### config.mk
export PLATFORM = sky130hd
export DESIGN_NAME = sched_watchdog
export DESIGN_NICKNAME = d
export VERILOG_FILES = /design/src/rtl/test_scheduler_watchdog.sv
export SDC_FILE = /design/constraint.sdc
export NUM_CORES = 1
export LEC_CHECK = 0
export CORE_UTILIZATION = 42
export CTS_CLUSTER_SIZE = 10
export DETAILED_ROUTE_END_ITERATION = 7
export HOLD_SLACK_MARGIN = 0.05
export PLACE_DENSITY = 0.66
export SLEW_MARGIN = 20
export SYNTH_ARGS = -nofsm -noshare
export SYNTH_HDL_FRONTEND = slang
export SYNTH_SLANG_ARGS = --single-unit
export TNS_END_PERCENT = 5
### constraint.sdc
create_clock -name clk_i -period 7 [get_ports clk_i]
set_clock_uncertainty 0.2 [all_clocks]
set_input_delay 0.7 -clock clk_i [delete_from_list [all_inputs] [get_ports clk_i]]
set_output_delay 0.7 -clock clk_i [all_outputs]
set_load 0.1 [all_outputs]
### src/rtl/test_scheduler_watchdog.sv
// Loadable down-counter; expired strobes on the enabled cycle that consumes the last count.
// A load value of 0 never expires.
module sched_watchdog #(
  parameter int unsigned WIDTH = 24
) (
  input  logic             clk_i,
  input  logic             rst_i,
  input  logic             load,
  input  logic [WIDTH-1:0] load_val,
  input  logic             en,
  output logic             expired
);

  logic [WIDTH-1:0] cnt_q;

  // Count register: load has priority over counting, stops at zero.
  always_ff @(posedge clk_i or posedge rst_i) begin
    if (rst_i) begin
      cnt_q <= '0;
    end else if (load) begin
      cnt_q <= load_val;
    end else if (en && (cnt_q != '0)) begin
      cnt_q <= cnt_q - WIDTH'(1);
    end
  end

  assign expired = en && (cnt_q == WIDTH'(1));

endmodule

==> metrics.md <==
| Metric | Value |
|---|---|
| Status | `finished clean` |
| IO buf count | `28` |
| Worst Setup SP | `cnt_q[21]` |
| Vias in the first global route | `1,385` |
| R2R setup slack | `3.84 ns` |
| R2r worst-path depth | `7` |
| Largest registers | `cnt_q: 24 flops` |
| Worst setup EP type | `primary output` |
| WL/cell | `15.2 um` |
| Data arrival time of the critical path | `3.11 ns` |
| Max-cap violations | `0` |
| H-tree depth | `1` |
| Seq/Total Area, Yosys | `0.382` |
| DP HPWL | `2750 um` |
| Post-CTS setup buffers | `0` |
| Num Clock Sinks | `24` |
| Peak supply drop | `0.0925 mV` |
| Diode count | `0` |
| First-pass GRT wire length | `6440 um` |
| Fin. Hold Viols | `0` |
| Yosys Warn Count | `0` |
| CTS tree | `built` |
| Critical path type | `reg2out` |
| Gate count of the mapped netlist | `178` |
| DRT Pass-1 Iters | `4` |
| CP endpoint | `expired` |
| Total power | `0.324 mW` |
| Initial Utilization | `0.454` |
| Core area | `3470 um2` |
| Number of nets in the layout | `233` |
| Worst-Skew Late Latency | `0.27 ns` |
| Critical R2R Capture | `cnt_q[15]` |
| Placer Congestion | `0.787` |
| Post-synth ARST share | `1.00` |
| Worst-path clk slew | `0.09 ns` |
| Number of synthesized flops with an enable pin | `0` |
| Leak | `0.649 nW` |
| Residual DRC | `0` |
| Routed WL | `3740 um` |
| RSZ-0062 raised after global routing | `false` |
| Grt total ovfl | `0` |
| Fmax | `0.250 GHz` |
| Startpoint types | `flop` |
| Slew headroom | `0.351` |
| Antenna-violating nets left | `0` |
| Worst-margin pin slew | `0.970 ns` |
| Die W | `63.2 um` |
| Via density | `5.72` |
| CTS Root Cell | `clkbuf_8` |
| Largest net degree at the start of global routing | `30` |
| Crit path max fanout | `6` |
| Syn avg cell area | `8.84 um2` |
| Tcrit/Tclk final | `0.572` |
| Register name with the most flops | `cnt_q` |
| Largest register FFs | `24` |
| Row count | `21` |
| Layout cells sized above 1 | `0.105` |
| Synth Flop Type | `dfrtp_1` |
| Layout fillers | `344` |
| Mapped cell area | `1570 um2` |
| Max-slew violations | `0` |
| Die ar. | `4000 um2` |
| CTS Buf Count | `3` |
| Syn Nets | `209` |
| Final worst setup slack | `2.99 ns` |
| Worst Hold Class | `reg2reg` |
| Yosys cell types | `42` |
| R2r startpoint | `cnt_q[0]` |
| DR vias | `1,406` |
| Hold-fix buffers, CTS | `0` |
| Pre-CTS WS | `3.17 ns` |
| Maximum clock insertion buffer count | `2` |
| Syn-to-layout area delta | `21.1%` |
| Cts repair resizes | `0` |
| GRT Util Overall | `0.204` |
| Worst endpoint required time | `6.10 ns` |
| Die H | `63.2 um` |
| Antenna violations before repair | `0` |
| # IOs | `29` |
| 1st-iter DRT viols | `107` |
| Setup TNS | `0 ns` |
| Flop and latch count out of synthesis | `24` |
| Pwr/cell area | `170 nW/um2` |
| # setup viols final | `0` |
| Minimum clock period | `4.01 ns` |
-- cells in the final DEF, fill, tap and decap left out, types with 2 or more instances in the layout --
| master | netlist | routed |
|---|---|---|
| or3b_2 | 2 | 2 |
| nor2_1 | 15 | 15 |
| or4_2 | 2 | 2 |
| o21ai_0 | 16 | 16 |
| mux2_2 | 3 | 3 |
| xnor2_1 | 10 | 10 |
| clkdlybuf4s50_1 | 0 | 28 |
| dfrtp_1 | 24 | 24 |
| o41ai_1 | 2 | 2 |
| or4_4 | 3 | 3 |
| o21ai_1 | 6 | 6 |
| o31ai_1 | 4 | 4 |
| or4_1 | 3 | 3 |
| or3_1 | 5 | 5 |
| ha_1 | 3 | 3 |
| nand3_1 | 3 | 3 |
| nand2_1 | 16 | 16 |
| inv_1 | 3 | 3 |
| clkbuf_8 | 0 | 3 |
| a31oi_1 | 7 | 7 |
| nor4_1 | 5 | 5 |
| xor2_1 | 5 | 5 |
| or2_2 | 2 | 2 |
| nor3_1 | 13 | 13 |
-- synthesized netlist by cell type (5+ instances only) --
master	n	area share
a31oi_1	7	0.028
dfrtp_1	24	0.38
nand2_1	16	0.038
nor2_1	15	0.036
nor3_1	13	0.041
nor4_1	5	0.020
o21ai_0	16	0.051
o21ai_1	6	0.019
or3_1	5	0.020
xnor2_1	10	0.056
xor2_1	5	0.028
-- cells by family after synthesis --
group                      synth area share
xor gates and xnor gates             0.0835
and+or+nand+nor                       0.292
DFF                                   0.382
muxes                                0.0215
AOI/OAI and AO/OA                     0.159
adders and majority gates            0.0238
buffers and inverters                0.0389
-- metal layers --
| layer | up-vias | routed length, um | GRT usage |
|---|---|---|---|
| li1 | 701 | - | - |
| met4 | 0 | 87 | 0.0881 |
| met2 | 46 | 1600 | 0.294 |
| met5 | - | 0 | 0 |
| met1 | 650 | 1880 | 0.301 |
| met3 | 9 | 172 | 0.0272 |
-- power by group --
part	switching, mW	leakage, nW	internal (mW)	total, mW
Combinational	0.0316	0.346	0.0369	0.0686
Sequential	0.0189	0.282	0.153	0.172
Clock	0.0457	0.0216	0.0386	0.0843
-- worst max-delay path, stage by stage (launching register included) --
cell	delay (ns)
dfrtp_1	0.41
or4_4	0.58
or2_2	0.31
nor4b_1	0.33
clkdlybuf4s50_1	1.20
-- how the worst min path moves through the flow --
stage / from / end / depth (start not counted)
final: cnt_q[17] / cnt_q[17] / 2
after global routing: cnt_q[17] / cnt_q[17] / 2
after detailed placement: cnt_q[17] / cnt_q[17] / 2
after floorplan: cnt_q[17] / cnt_q[17] / 2
after CTS: cnt_q[17] / cnt_q[17] / 2
after global placement: cnt_q[17] / cnt_q[17] / 2
-- layout make-up --
class | instances | area [um2] | area share
Sequential cell | 24 | 601 | 0.315
Timing Repair Buffer | 28 | 280 | 0.147
Multi-Input combinational cell | 141 | 912 | 0.478
Tap cell | 46 | 57.6 | 0.0302
Inverter | 4 | 15.0 | 0.00787
Clock buffer | 3 | 41.3 | 0.0217
-- metrics by stage --
stage	hold WS, ns	instance area, um2	instances	util
after floorplan	0.322	1570	178	-
after global placement	0.343	1870	243	0.538
after detailed placement	0.349	1870	243	0.538
after CTS	0.365	1910	246	0.550
after global routing	0.404	1910	246	0.550
final	0.362	1910	246	0.550
Note: power is estimated with default switching activity, not from simulation.
==> edit, RTL diff (same flow settings) <==
Reset style: synchronous (`rst_i`), changed in one clocked block.
--- a/src/rtl/test_scheduler_watchdog.sv
+++ b/src/rtl/test_scheduler_watchdog.sv
@@ -15,5 +15,5 @@
 
   // Count register: load has priority over counting, stops at zero.
-  always_ff @(posedge clk_i or posedge rst_i) begin
+  always_ff @(posedge clk_i) begin
     if (rst_i) begin
       cnt_q <= '0;
Formal check against the unedited RTL: differs if rst_i is asserted again (counterexample within 4 cycles, from zero or initial values and one cycle with rst_i high); with rst_i held inactive, the same outputs for 10 cycles.
==> edit against the original RTL <==
Area after synthesis down 2.7%. Worst setup slack better by 0.31 ns. Cell count down 1.6%. Total power down 5.6%. Sequential power down 5%. Utilization down 1.1 points. Design area down 3.5%. Wire length unchanged. Synthesized cell count down 1.1%. Sequential cell count unchanged. Largest power group unchanged. Highest routed layer unchanged.
==> edit: results (changes against the original RTL) <==
yosys warns=0 (unchanged); status=complete, no violations (unchanged); Hold Crit Class=flip-flop to flip-flop (unchanged); clk_lat worst skew=0.32 ns (was 0.27 ns); Reg clk slew, reported paths=0.13 ns (was 0.09 ns); crit path max fanout=6 (unchanged); dpl cell area=1820 sq um (was 1870 sq um); port bufs=28 (unchanged); worst vdd ir=0.112 mV (was 0.0925 mV); CP max stage cell=clkdlybuf4s50_1 (unchanged); first-pass GRT wire length=6260 microns (was 6440 microns); Area contributors post-synth=dfxtp_1, a211oi_1, xnor2_1, nor2_1, a311oi_1 (was dfrtp_1, xnor2_1, o21ai_0, nor3_1, nand2_1); Final nets=229 (was 233); clock tree buffer depth=2 (unchanged); H-Tree Depth=1 (unchanged); Leak=0.576 nW (was 0.649 nW); PostCTS Resize Cnt=0 (unchanged); Post-synth top cells=dfxtp_1, nor2_1, a211oi_1, xnor2_1, nand2_1 (was dfrtp_1, nand2_1, o21ai_0, nor2_1, nor3_1); Clk Tree Root Cell=clkbuf_4 (was clkbuf_8); GRT Util Overall=20.3% (was 20.4%); Slew headroom=35.9% (was 35.1%); Crit Reg-Reg Startpoint=cnt_q[11] (was cnt_q[0]); share of cells above drive strength 1=7.14% (was 10.5%); HP Start=cnt_q[23] (was cnt_q[17]); total number of vias=1433 (was 1406); Detailed Route WL=3740 microns (unchanged); Regs by FF count=cnt_q x24 (unchanged); cell family with most CP delay=buffers and inverters (was simple AND/OR/NAND/NOR gates); Worst R2R Setup Slack=4.46 ns (was 3.84 ns); Mapped Nets=207 (was 209); CP max stage delay=1.16 ns (was 1.20 ns); placer's final routability congestion estimate=0.872 (was 0.787); vias in the first global route=1319 (was 1385); Async S/R FF share, synth=0% (was 100%); FF-to-FF path depth=5 (was 7); initial antenna violation count=0 (unchanged); Reg-to-Reg End=cnt_q[17] (was cnt_q[15]); Initial DRC Count=79 (was 107); pin count of the biggest net entering global routing=42 (was 30); worst hold endpoint=cnt_q[23] (was cnt_q[17]); Seq/Total Area, Yosys=31.4% (was 38.2%); arrival time worst endpoint=2.79 ns (was 3.11 ns); Initial DRT Pass Iterations=4 (unchanged); Post-synth top flop=dfxtp_1 (was dfrtp_1); hpwl dp=2600 microns (was 2750 microns); # diodes=0 (unchanged); total CTS buffers=3 (unchanged); Netlist cell types=39 (was 42); Hold Path Cell Cnt=2 (unchanged)
==> edit: metal layers <==
| metal | global-route usage [%] | share of wire [%] |
|---|---|---|
| met2 | 33.1 | 48 |
| met3 | 4.38 | 3.9 |
| met4 | 6.10 | 1.6 |
| met5 | 0 | 0 |
| met1 | 26.9 | 47 |
==> edit: logic make-up (layout without fill, tap and decap cells) <==
kind of cell    count (synthesis)  count (layout)  synth area share (%)
simple gates                   67              67                  26.1
compound gates                 53              53                  28.7
flops                          24              24                  31.4
buf+inv                        18              38                  5.15
xor+xnor                       11              11                  6.29
fa+ha+maj                       3               3                  2.45
==> edit: worst max-delay path by stage <==
stage,startpoint,to,slack (ns),depth (start not counted)
finish,cnt_q[11],expired,3.31,4
global route,cnt_q[2],expired,3.19,4
global placement,en,expired,3.41,4
floorplan,cnt_q[2],expired,3.07,3
CTS,cnt_q[11],expired,3.32,4
detailed placement,en,expired,3.36,4
==> edit: cell type report <==
| cell class | count | area [sq um] |
|---|---|---|
| timing repair buffer | 28 | 280 |
| clock buffer | 3 | 22.5 |
| tap | 46 | 57.6 |
| multi-input combinational | 134 | 972 |
| inverter | 7 | 26.3 |
| sequential | 24 | 480 |
| fill | 332 | 1580 |
==> edit: tightest hold or removal path, delay by kind of cell (launching register included) <==
family,cells,cell delay (ns)
flops,1,0.35
compound gates,2,0.15
==> edit: through the flow <==
step,setup slack [ns],hold WS [ns],instances
after floorplan,3.07,0.269,176
final,3.31,0.324,242
after global routing,3.19,0.346,242
after global placement,3.41,0.287,239
after CTS,3.32,0.327,242
after detailed placement,3.36,0.305,239
==> edit: power by group <==
| group | leakage (nW) | switching, mW | internal [mW] |
|---|---|---|---|
| logic | 0.362 | 0.0425 | 0.0393 |
| clock network | 0.0138 | 0.0413 | 0.0202 |
| registers | 0.200 | 0.0154 | 0.147 |
| total | 0.576 | 0.0993 | 0.207 |
